$ cat src/rtl/zbt_point_writer_pkg.sv
// Shared ZBT port widths, clear fill value, writer FSM states and slot-detect helper.
// The display-side ZBT reader imports the same widths from here.
package zbt_point_writer_pkg;

    localparam int ZBT_ADDR_WIDTH = 19;
    localparam int ZBT_DATA_WIDTH = 36;
    localparam logic [ZBT_DATA_WIDTH-1:0] ZBT_CLEAR_VALUE = 36'h0;

    typedef enum logic {
        ST_IDLE  = 1'b0,
        ST_CLEAR = 1'b1
    } wr_state_e;

    // True when the low slot_bits of hcount equal the slot phase.
    function automatic logic is_slot(input logic [10:0] hcount, input int slot_bits,
                                     input int slot_phase);
        logic [10:0] mask;
        mask = (11'd1 << slot_bits) - 11'd1;
        return (hcount & mask) == (11'(slot_phase) & mask);
    endfunction

endpackage

$ cat src/rtl/zbt_point_fifo.sv
// Synchronous point FIFO with a registered head word; a word pushed into an
// empty FIFO is readable on the following cycle.
module zbt_point_fifo #(
    parameter int WIDTH      = 8,
    parameter int DEPTH_LOG2 = 3
) (
    input  logic             clk,
    input  logic             reset,
    input  logic             push,
    input  logic [WIDTH-1:0] push_data,
    input  logic             pop,
    output logic             full,
    output logic             empty,
    output logic [WIDTH-1:0] head_data
);

    localparam int DEPTH = 1 << DEPTH_LOG2;
    localparam logic [DEPTH_LOG2:0] FULL_COUNT = (DEPTH_LOG2 + 1)'(DEPTH);

    logic [WIDTH-1:0]      mem_q [DEPTH];
    logic [DEPTH_LOG2-1:0] wr_ptr_q, wr_ptr_d;
    logic [DEPTH_LOG2-1:0] rd_ptr_q, rd_ptr_d;
    logic [DEPTH_LOG2:0]   count_q, count_d;
    logic [WIDTH-1:0]      head_q, head_d;
    logic                  do_push, do_pop;

    assign full      = (count_q == FULL_COUNT);
    assign empty     = (count_q == '0);
    assign head_data = head_q;

    always_comb begin
        do_push  = push && !full;
        do_pop   = pop && !empty;
        wr_ptr_d = do_push ? wr_ptr_q + DEPTH_LOG2'(1) : wr_ptr_q;
        rd_ptr_d = do_pop ? rd_ptr_q + DEPTH_LOG2'(1) : rd_ptr_q;
        if (do_push && !do_pop) begin
            count_d = count_q + (DEPTH_LOG2 + 1)'(1);
        end else if (!do_push && do_pop) begin
            count_d = count_q - (DEPTH_LOG2 + 1)'(1);
        end else begin
            count_d = count_q;
        end
        // The next head slot may be the one being written this very cycle.
        if (do_push && (wr_ptr_q == rd_ptr_d)) begin
            head_d = push_data;
        end else begin
            head_d = mem_q[rd_ptr_d];
        end
    end

    always_ff @(posedge clk) begin
        if (do_push) begin
            mem_q[wr_ptr_q] <= push_data;
        end
    end

    always_ff @(posedge clk) begin
        if (reset) begin
            wr_ptr_q <= '0;
            rd_ptr_q <= '0;
            count_q  <= '0;
            head_q   <= '0;
        end else begin
            wr_ptr_q <= wr_ptr_d;
            rd_ptr_q <= rd_ptr_d;
            count_q  <= count_d;
            head_q   <= head_d;
        end
    end

endmodule

$ cat src/rtl/zbt_point_writer.sv
// ZBT write-port generator for the point store: buffers laser points and writes
// one per hcount slot at {y, x}, or sweeps the whole region with a fill value.
module zbt_point_writer
    import zbt_point_writer_pkg::*;
#(
    parameter int X_WIDTH         = 8,
    parameter int Y_WIDTH         = 10,
    parameter int ADDR_WIDTH      = ZBT_ADDR_WIDTH,
    parameter int DATA_WIDTH      = ZBT_DATA_WIDTH,
    parameter int SLOT_BITS       = 2,
    parameter int SLOT_PHASE      = 1,
    parameter int FIFO_DEPTH_LOG2 = 3,
    parameter logic [DATA_WIDTH-1:0] CLEAR_VALUE = DATA_WIDTH'(ZBT_CLEAR_VALUE)
) (
    input  logic                  clk,
    input  logic                  reset,
    input  logic [10:0]           hcount,
    input  logic                  point_valid,
    output logic                  point_ready,
    input  logic [X_WIDTH-1:0]    point_x,
    input  logic [Y_WIDTH-1:0]    point_y,
    input  logic [DATA_WIDTH-1:0] point_data,
    input  logic                  clear_start,
    output logic                  clear_busy,
    output logic                  zbtc_we,
    output logic [ADDR_WIDTH-1:0] zbtc_write_addr,
    output logic [DATA_WIDTH-1:0] zbtc_write_data,
    output logic [7:0]            dropped_count
);

    localparam int PT_WIDTH    = X_WIDTH + Y_WIDTH;
    localparam int ENTRY_WIDTH = PT_WIDTH + DATA_WIDTH;

    wr_state_e               state_q, state_d;
    logic [PT_WIDTH-1:0]     sweep_q, sweep_d;
    logic                    we_q, we_d;
    logic [ADDR_WIDTH-1:0]   addr_q, addr_d;
    logic [DATA_WIDTH-1:0]   data_q, data_d;
    logic [7:0]              drop_q, drop_d;
    logic                    slot_s;
    logic                    fifo_push, fifo_pop, fifo_full, fifo_empty;
    logic [ENTRY_WIDTH-1:0]  fifo_head;

    assign slot_s      = is_slot(hcount, SLOT_BITS, SLOT_PHASE);
    assign point_ready = !fifo_full && !reset && (state_q == ST_IDLE);
    assign fifo_push   = point_valid && point_ready;

    assign clear_busy      = (state_q == ST_CLEAR);
    assign zbtc_we         = we_q;
    assign zbtc_write_addr = addr_q;
    assign zbtc_write_data = data_q;
    assign dropped_count   = drop_q;

    zbt_point_fifo #(
        .WIDTH      (ENTRY_WIDTH),
        .DEPTH_LOG2 (FIFO_DEPTH_LOG2)
    ) u_fifo (
        .clk       (clk),
        .reset     (reset),
        .push      (fifo_push),
        .push_data ({point_y, point_x, point_data}),
        .pop       (fifo_pop),
        .full      (fifo_full),
        .empty     (fifo_empty),
        .head_data (fifo_head)
    );

    always_comb begin
        state_d  = state_q;
        sweep_d  = sweep_q;
        we_d     = 1'b0;
        addr_d   = addr_q;
        data_d   = data_q;
        fifo_pop = 1'b0;
        case (state_q)
            ST_IDLE: begin
                if (slot_s && !fifo_empty) begin
                    fifo_pop = 1'b1;
                    we_d     = 1'b1;
                    addr_d   = ADDR_WIDTH'(fifo_head[ENTRY_WIDTH-1:DATA_WIDTH]);
                    data_d   = fifo_head[DATA_WIDTH-1:0];
                end else begin
                    we_d = 1'b0;
                end
                if (clear_start) begin
                    state_d = ST_CLEAR;
                    sweep_d = '0;
                end else begin
                    state_d = ST_IDLE;
                end
            end
            ST_CLEAR: begin
                // Queued points wait; the sweep ends after the all-ones address.
                if (slot_s) begin
                    we_d    = 1'b1;
                    addr_d  = ADDR_WIDTH'(sweep_q);
                    data_d  = CLEAR_VALUE;
                    sweep_d = sweep_q + PT_WIDTH'(1);
                    if (sweep_q == '1) begin
                        state_d = ST_IDLE;
                    end else begin
                        state_d = ST_CLEAR;
                    end
                end else begin
                    we_d = 1'b0;
                end
            end
            default: begin
                state_d = ST_IDLE;
            end
        endcase
    end

    always_comb begin
        drop_d = drop_q;
        if (point_valid && !point_ready && (drop_q != 8'hFF)) begin
            drop_d = drop_q + 8'd1;
        end else begin
            drop_d = drop_q;
        end
    end

    always_ff @(posedge clk) begin
        if (reset) begin
            state_q <= ST_IDLE;
            sweep_q <= '0;
            we_q    <= 1'b0;
            addr_q  <= '0;
            data_q  <= '0;
            drop_q  <= 8'd0;
        end else begin
            state_q <= state_d;
            sweep_q <= sweep_d;
            we_q    <= we_d;
            addr_q  <= addr_d;
            data_q  <= data_d;
            drop_q  <= drop_d;
        end
    end

endmodule

$ cat config.mk
export PLATFORM = sky130hd
export DESIGN_NAME = zbt_point_writer
export DESIGN_NICKNAME = d
export VERILOG_FILES = /design/src/rtl/zbt_point_writer_pkg.sv /design/src/rtl/zbt_point_fifo.sv /design/src/rtl/zbt_point_writer.sv
export SDC_FILE = /design/constraint.sdc
export NUM_CORES = 1
export LEC_CHECK = 0
export CORE_ASPECT_RATIO = 1.2
export CORE_MARGIN = 2
export CORE_UTILIZATION = 50
export DETAILED_ROUTE_END_ITERATION = 8
export PLACE_DENSITY = 0.68
export SETUP_SLACK_MARGIN = 0.15
export SYNTH_ARGS = -nofsm -noshare
export SYNTH_HDL_FRONTEND = slang
export SYNTH_SLANG_ARGS = --single-unit
$ cat constraint.sdc
create_clock -name clk -period 25 [get_ports clk]
set_input_delay 5 -clock clk [delete_from_list [all_inputs] [get_ports clk]]
set_output_delay 5 -clock clk [all_outputs]
set_load 0.03 [all_outputs]
==> impl_results.md, run 1 <==
* Commonest non-fill, non-tap cell in the layout: edfxtp_1
* Fmax at 88.58 MHz
* CP bufs+invs at 3
* Max cap viols at 0
* Setup violators final at 0
* Post-route DRC at 0
* Final hold viol count at 0
* Asr flop ratio synth at 0%
* Worst slew pin tran at 1281 ps
* NetSw at 0.5207 mW
* Tot GR Track Use at 20.70%
* Drt wl/cell at 21.49 um
* Register area share after synthesis at 71.50%
* DP Wirelength at 25,200 um
* Gate power share at 12.8%
* Via count at 12,850
* Synthesis Warnings at 0
* CP Class: input pin to output port
* Die Y at 235.0 um
* CP Data Required Time at 20,000 ps
* Vias in the first global route at 12,600
* First-pass GRT wire length at 73,310 um
* Core ar. at 43,830 sq um
* Total grt overflow at 0
* Seq pwr share at 49.7%
* ANT nets after route at 0
* TritonCTS Buffers at 55
* PD cells at 83.88 nW/um^2
* WP data arrival at 6290 ps
* Hold Buf Count CTS at 0
* Starting density of the core at 50.72%
* CTS tree: built
* Layout cells sized above 1 at 8.333%
* Syn_nets at 1,602
* Std-Cell Rows at 84
* Delay of the slowest critical-path stage at 670 ps
* DR pass1 iterations at 5
* Clock Latency Late Sink at 570 ps
* Syn Std Cell Area at 22,230 sq um
* Fin crit period at 11,290 ps
* Net Sw Frac at 24.00%
* Clock power share at 37.4%
* Int Power at 1.649 mW
* Clk_skew at 19.36 ps
* Syn_area_per_cell at 14.58 sq um
* Vias per cell at 5.734
* P&R area growth vs syn at 16.35%
* RSZ-0062 raised after global routing: no
* Clock sinks at 578
* IO buf count at 124
* CP Capture Type: output port
* Count of state elements after synthesis at 578
* Number of synthesized flops with an enable pin at 432
* Largest net degree at the start of global routing at 151
* Clk root buf: clkbuf_16
* Setup tns final at 0 ps
* Lkg Pwr at 9.779 nW
* Worst-path cell chain: buf_4, a211o_1, inv_1, clkdlybuf4s50_1
* Post-CTS Setup Bufs at 0
* GPL Wtd Cong at 0.7849
* Final Core Density at 59.01%
* Nets at 1,712
* Slew Limit Fails at 0
* Worst Hold Class: flop to flop
* DIE AREA at 46,170 sq um
* CP Launch Type: input pin
* Cells after Synth at 1,525
* Io pins at 135
* WL final at 48,170 um
* Count of different cell masters after synthesis at 51
* Most frequent cells in the layout: edfxtp_1 (432), mux2i_1 (232), dfxtp_1 (146), clkdlybuf4s50_1 (123), a21oi_1 (110)
* Critical path fanouts, max at 18
* Max clock buf depth at 3
* Rel. slew slack at 14.60%
* Initial DRC Count at 1,111
* Initial antenna violation count at 4
* Status: finished clean
* Clock transition at the registers of the reported paths at 60 ps
* Post-cts gate resize count at 0
* Die width at 196.5 um
* CP max-delay cell: clkdlybuf4s50_1
* Cell family with the largest share of critical-path delay: buffers and inverters
* Fin crit share at 45.16%
* Ys flop type: edfxtp_1
* H-tree depth at 2
* Maximum vdd drop at 0.05571 mV
-- state kept, by name, indices dropped and copies added (netlist names) --
register and count:
u_fifo.wr_ptr_q 3, u_fifo.mem_q 432, sweep_q 18, zbtc_write_addr 18
u_fifo.count_q 4, zbtc_we 1, dropped_count 8, u_fifo.head_data 54
clear_busy 1, u_fifo.rd_ptr_q 3, zbtc_write_data 36
-- metal layers --
layer	vias to the layer above	wire length [um]	global-route usage [%]
met5	-	27	0
met4	4	816	5.280
met3	66	2575	3.129
met2	332	23150	34.41
met1	6413	21600	28.68
li1	6034	-	-
-- worst register-to-register path, delay by kind of cell, from the launching register on --
family | cells | cell delay [ps]
compound gates | 2 | 410
xor+xnor | 1 | 180
buf+inv | 5 | 2930
flops | 1 | 320
mux | 1 | 350
simple gates | 2 | 640
-- power by group through the flow --
stage	Sequential, mW	Clock (mW)	Combinational, mW
6_report	1.08	0.812	0.278
5_1_grt	1.08	0.864	0.299
4_1_cts	1.08	0.825	0.279
3_5_place_dp	1.10	0	0.278
3_3_place_gp	1.10	0	0.273
2_1_floorplan	1.11	0	0.186
-- synthesized netlist by cell type (8+ instances only) --
library cell / count / area, sq um
dfxtp_1: 146 / 2923
a21oi_1: 112 / 560.5
a211oi_1: 20 / 150.1
buf_2: 23 / 115.1
buf_1: 9 / 33.78
mux2i_1: 232 / 2322
nor3_1: 10 / 50.05
nand3_1: 50 / 250.2
inv_1: 58 / 217.7
o22ai_1: 108 / 675.7
clkbuf_1: 63 / 236.5
xnor2_1: 11 / 96.34
o31a_1: 55 / 481.7
xor2_1: 8 / 70.07
edfxtp_1: 432 / 12970
nand2_1: 56 / 210.2
nor2_1: 51 / 191.4
-- path summary, 6_finish.rpt --
path                           to                  from  slack [ps]  cells after the start
max                   point_ready                 reset       13710                      4
min           zbtc_write_data[28]  u_fifo.head_data[28]         440                      2
max reg2reg  u_fifo.head_data[15]            clear_busy       20090                     11
min reg2reg   zbtc_write_data[28]  u_fifo.head_data[28]         440                      2
-- logic make-up after synthesis --
kind of cell | count (synthesis) | share of synthesized area [%]
flops | 578 | 71.50
compound gates | 317 | 9.186
mux | 237 | 10.70
simple gates | 207 | 4.396
buf+inv | 157 | 2.865
xor+xnor | 20 | 0.8499
fa+ha+maj | 8 | 0.4840
other cells | 1 | 0.01687
-- metrics by stage --
step           hold slack, ps  cells  worst slack [ps]  power (mW)  instance area [sq um]
2_1_floorplan           417.4   1525             13320       1.296                  22230
3_3_place_gp            428.7   2137             13710       1.372                  24070
3_5_place_dp            427.0   2137             13710       1.378                  24070
4_1_cts                 436.2   2239             13700       2.183                  25860
5_1_grt                 464.5   2241             13680       2.246                  25860
6_report                437.3   2241             13710       2.170                  25860
-- layout make-up --
cell class                      instances  area [sq um]
Multi-Input combinational cell        790          5802
Antenna cell                            2         5.005
Clock buffer                           74          1538
Inverter                               59         221.5
Sequential cell                       578         15900
Clock inverter                         28         249.0
Fill cell                            3338         17960
Timing Repair Buffer                  151          1454
Tap cell                              559         699.4
Power figures use the tool's default switching activity.
==> run 2, diff against run 1 <==
PLACE_DENSITY = 0.71   (was 0.68)
clock period = 9.3 ns   (was 25 ns; I/O delays follow)
==> run 2 against run 1 <==
First-iteration DRC count shrank 15%. Setup slack lost 11000 ps. Via count grew 0.15%. Design area grew 0.33%. Die area is the same. Worst hold slack lost 3.9 ps. Largest cell class unchanged.
==> impl_results.md, run 2 (same netlist as run 1, synthesis figures left out) <==
* Status: finished clean
* Initial DRC Count at 947
* Clock sinks at 578
* CP Class: input pin to flop
* Clock transition at the registers of the reported paths at 60 ps
* WP data arrival at 6720 ps
* Worst slew pin tran at 1089 ps
* Seq pwr share at 48.7%
* ANT nets after route at 0
* Starting density of the core at 50.72%
* Die Y at 235.0 um
* Maximum vdd drop at 0.1727 mV
* Final hold viol count at 0
* Post-route DRC at 0
* DP Wirelength at 25,290 um
* Lkg Pwr at 9.831 nW
* PD cells at 229.7 nW/um^2
* Max reg flops at 432
* Std-Cell Rows at 84
* Initial antenna violation count at 3
* Clk_skew at 13.25 ps
* Setup tns final at 0 ps
* Nets at 1,708
* Area post-placement at 24,050 sq um
* TritonCTS Buffers at 54
* Core ar. at 43,830 sq um
* Max cap viols at 0
* Final cell count without fillers at 2,237
* Io pins at 135
* Critical path fanouts, max at 48
* CTS tree: built
* IO buf count at 124
* Hold Crit Depth at 2
* Vias per cell at 5.752
* First-pass GRT wire length at 74,720 um
* WL final at 48,650 um
* Post-cts gate resize count at 0
* Via count at 12,870
* Final Core Density at 59.21%
* Fin crit share at 67.04%
* CP Capture Type: flop
* Gate power share at 12.4%
* Final hold slack at 433.4 ps
* Reg with most FFs: u_fifo.mem_q
* Vias in the first global route at 13,080
* Slew Limit Fails at 0
* Die width at 196.5 um
* Max clock buf depth at 3
* P&R area growth vs syn at 16.73%
* Hold Buf Count CTS at 0
* DIE AREA at 46,170 sq um
* RSZ-0062 raised after global routing: no
* Setup violators final at 0
* H-tree depth at 2
* Finished Cell Area at 25,950 sq um
* CP Launch Type: input pin
* Post-CTS Setup Bufs at 0
* Net Sw Frac at 23.35%
* Worst Hold Class: flop to flop
* FF-to-FF End: u_fifo.head_data[1]
* Clock power share at 38.9%
* Commonest non-fill, non-tap cell in the layout: edfxtp_1
* R2R Setup Slk at 4510 ps
* Drt wl/cell at 21.75 um
* Hold endpoint: zbtc_write_data[18]
* Total grt overflow at 0
* Rel. slew slack at 27.21%
* Clock Latency Late Sink at 600 ps
* Hold Path Origin: u_fifo.head_data[18]
* Most frequent cells in the layout: edfxtp_1 (432), mux2i_1 (232), dfxtp_1 (146), clkdlybuf4s50_1 (123), a21oi_1 (110)
* Layout cells sized above 1 at 7.990%
* CP Data Required Time at 9780 ps
* Clk root buf: clkbuf_16
* DR pass1 iterations at 5
* Int Power at 4.569 mW
* Largest net degree at the start of global routing at 129
* Fmax at 160.4 MHz
* NetSw at 1.392 mW
* Worst reg2reg startpoint: clear_busy
* GPL Wtd Cong at 0.7905
* Worst Reg-to-Reg Cells at 11
* Inst Count DP at 2,134
* Tot GR Track Use at 21.16%
* Fin crit period at 6235 ps
run 2: metrics by stage:
stage / setup WS, ps / power (mW)
6_report: 3065 / 5.962
5_1_grt: 2930 / 6.173
4_1_cts: 3126 / 6.013
3_5_place_dp: 2493 / 3.697
3_3_place_gp: 2614 / 3.679
2_1_floorplan: 761.7 / 3.483
run 2: layout make-up:
cell class	instances	area (sq um)
Inverter	59	221.5
Clock inverter	26	340.3
Clock buffer	76	1558
Tap cell	559	699.4
Antenna cell	1	2.502
Fill cell	3325	17880
Multi-Input combinational cell	790	5802
Sequential cell	578	15900
Timing Repair Buffer	148	1431
run 2: critical path, stage by stage:
cell             delay, ps
clkdlybuf4s50_1        500
or3b_2                 510
nor2_4                 100
buf_4                  490
clkinv_1               690
buf_4                  480
xnor3_1                260
a2111oi_4              300
buf_4                  480
buf_4                  600
a21oi_1                180
o31a_1                 160
run 2: power groups by stage:
| stage | Sequential, mW | Combinational (mW) | Clock (mW) |
|---|---|---|---|
| finish | 2.90 | 0.741 | 2.32 |
| global route | 2.91 | 0.801 | 2.46 |
| CTS | 2.90 | 0.746 | 2.37 |
| detailed placement | 2.96 | 0.742 | 0 |
| global placement | 2.95 | 0.726 | 0 |
| floorplan | 2.98 | 0.500 | 0 |
run 2: how the worst max path moves through the flow:
stage | end | startpoint | depth (start not counted) | slack, ps
2_1_floorplan | u_fifo.mem_q[0][0] | reset | 5 | 760
5_1_grt | u_fifo.head_data[11] | hcount[0] | 12 | 2930
4_1_cts | u_fifo.head_data[1] | hcount[0] | 12 | 3130
3_3_place_gp | u_fifo.head_data[16] | hcount[0] | 12 | 2610
3_5_place_dp | u_fifo.head_data[23] | hcount[0] | 12 | 2490
6_report | u_fifo.head_data[1] | hcount[0] | 12 | 3060
run 2: layer usage:
metal / global-route usage (%) / vias up / part of all wire [%] / routed length (um)
li1: - / 6020 / - / -
met1: 27.78 / 6406 / 42 / 20530
met2: 35.65 / 360 / 49 / 24030
met3: 4.105 / 78 / 6.3 / 3045
met4: 6.520 / 4 / 2.1 / 1027
met5: 0 / - / 0.049 / 24
==> run 3, diff against run 2 <==
PLACE_DENSITY = 0.68   (was 0.71)
clock period = 5.8 ns   (was 9.3 ns; I/O delays follow)
==> run 3 against run 2 <==
Sequential power grew 60%. Power grew 59%. Setup slack lost 1300 ps. Non-clock buffer count grew 5. Register-to-register slack lost 2000 ps. Worst hold slack gained 1.3 ps. Combinational power grew 63%. Largest cell class unchanged. Clock power grew 55%. Clock skew grew 1.1 ps. Flip-flop and latch count is the same. First-iteration DRC count shrank 9.3%. Final cell count grew 0.31%.
==> impl_results.md, run 3 (same netlist as run 1, synthesis figures left out) <==
* CP Launch Type: input pin
* Initial DRC Count at 859
* Multi-input gate area at 5802 sq um
* Max reg flops at 432
* RSZ-0062 raised after global routing: no
* FF-to-FF End: u_fifo.head_data[7]
* Commonest non-fill, non-tap cell in the layout: edfxtp_1
* P&R area growth vs syn at 16.89%
* Core ar. at 43,830 sq um
* Initial antenna violation count at 6
* R2R Setup Slk at 2470 ps
* Most frequent cells in the layout: edfxtp_1 (432), mux2i_1 (232), dfxtp_1 (146), clkdlybuf4s50_1 (123), a21oi_1 (110)
* Final hold viol count at 0
* Io pins at 135
* Worst setup margin at 1771 ps
* Layout cells sized above 1 at 7.546%
* CP Class: input pin to flop
* Tot GR Track Use at 21.19%
* Max clock buf depth at 3
* Nets at 1,714
* Vias per cell at 5.788
* Setup violators final at 0
* Hold endpoint: zbtc_write_data[13]
* Worst reg2reg startpoint: u_fifo.count_q[0]
* Slew Limit Fails at 0
* FF+latch area at 15,900 sq um
* Die Y at 235.0 um
* CTS tree: built
* Clk_skew at 14.35 ps
* Fmax at 248.2 MHz
* Fin crit share at 69.46%
* Critical path fanouts, max at 56
* DP Wirelength at 25,720 um
* PD cells at 364.0 nW/um^2
* Total grt overflow at 0
* Post-Place Worst Slack at 1194 ps
* Pwr Total at 9.459 mW
* First-pass GRT wire length at 74,870 um
* Worst slew pin tran at 1099 ps
* Filler instances at 3,329
* Clock transition at the registers of the reported paths at 60 ps
* DIE AREA at 46,170 sq um
* Starting density of the core at 50.72%
* H-tree depth at 2
* Clock Latency Late Sink at 590 ps
* Largest net degree at the start of global routing at 67
* Status: finished clean
* Reg with most FFs: u_fifo.mem_q
* CP Capture Type: flop
* TritonCTS Buffers at 55
* Hold Crit Depth at 2
* Post-CTS Setup Bufs at 0
* Std-Cell Rows at 84
* WP data arrival at 4490 ps
* Drt wl/cell at 22.02 um
* Die width at 196.5 um
* Rel. slew slack at 26.56%
* Maximum vdd drop at 0.2926 mV
* Post-cts gate resize count at 0
* WL final at 49,410 um
* GPL Wtd Cong at 0.7639
* Hold Path Origin: u_fifo.head_data[13]
* ANT nets after route at 0
* DR pass1 iterations at 5
* CP Data Required Time at 6260 ps
* Worst Hold Class: flop to flop
* Hold Buf Count CTS at 0
* Lkg Pwr at 9.818 nW
* IO buf count at 124
* Vias in the first global route at 12,870
* Fin crit period at 4029 ps
* Via count at 12,990
* Max cap viols at 0
* Clock sinks at 578
* Clk root buf: clkbuf_16
* Worst Reg-to-Reg Cells at 7
* Post-route DRC at 0
-- run 3: cell types whose count changed in the layout (fill, tap and decap cells not counted), moves of 2 or more --
cell | before | now
o31a_4 | 2 | 0
o31a_2 | 0 | 2
bufinv_16 | 8 | 5
clkinv_1 | 4 | 7
buf_12 | 1 | 6
inv_6 | 3 | 1
clkbuf_8 | 6 | 9
clkbuf_1 | 13 | 23
clkinv_2 | 11 | 1
-- run 3: layout make-up --
cell class	instances	area share (%)
multi-input combinational	790	22.33
sequential	578	61.17
timing repair buffer	153	5.894
tap	559	2.692
clock buffer	89	6.298
antenna	2	0.01926
clock inverter	14	0.7463
inverter	59	0.8523
-- run 3: report_power, final --
part | internal, mW | switching, mW | leakage (nW)
combinational | 0.517 | 0.688 | 3.85
clock | 2.14 | 1.46 | 0.883
sequential | 4.58 | 0.0669 | 5.09
total | 7.25 | 2.21 | 9.82
-- run 3: through the flow --
step           setup TNS (ps)  area (sq um)  cells  util [%]  hold WS (ps)
2_1_floorplan          -95820         22240   1525         -         417.4
3_3_place_gp                0         24150   2139     55.10         426.1
3_5_place_dp                0         24150   2139     55.10         427.7
4_1_cts                     0         25980   2242     59.28         436.3
5_1_grt                     0         25980   2244     59.29         450.8
6_report                    0         25980   2244     59.29         434.7
-- run 3: worst max-delay path by stage --
stage	startpoint	to	slack (ps)	cells after the start
6_report	hcount[0]	u_fifo.head_data[7]	1770	9
5_1_grt	hcount[0]	u_fifo.head_data[7]	1640	9
4_1_cts	hcount[0]	u_fifo.head_data[7]	1780	9
3_5_place_dp	hcount[0]	u_fifo.head_data[7]	1190	9
3_3_place_gp	hcount[0]	u_fifo.head_data[45]	1260	9
2_1_floorplan	reset	u_fifo.mem_q[2][0]	-590	5
-- run 3: worst max-delay path, cell delays in order --
cell and delay, ps:
clkdlybuf4s50_1 530, or3b_2 510, nor2_4 110, clkinv_1 470
xnor3_1 400, a2111oi_4 310, buf_4 620, a21oi_1 190
o31a_1 170
-- run 3: routing by layer --
metal	up-vias	global-route usage [%]	wire length, um
li1	6042	-	-
met5	-	0	44
met3	86	4.005	2972
met2	357	35.63	24200
met4	8	6.198	1113
met1	6496	28.08	21090
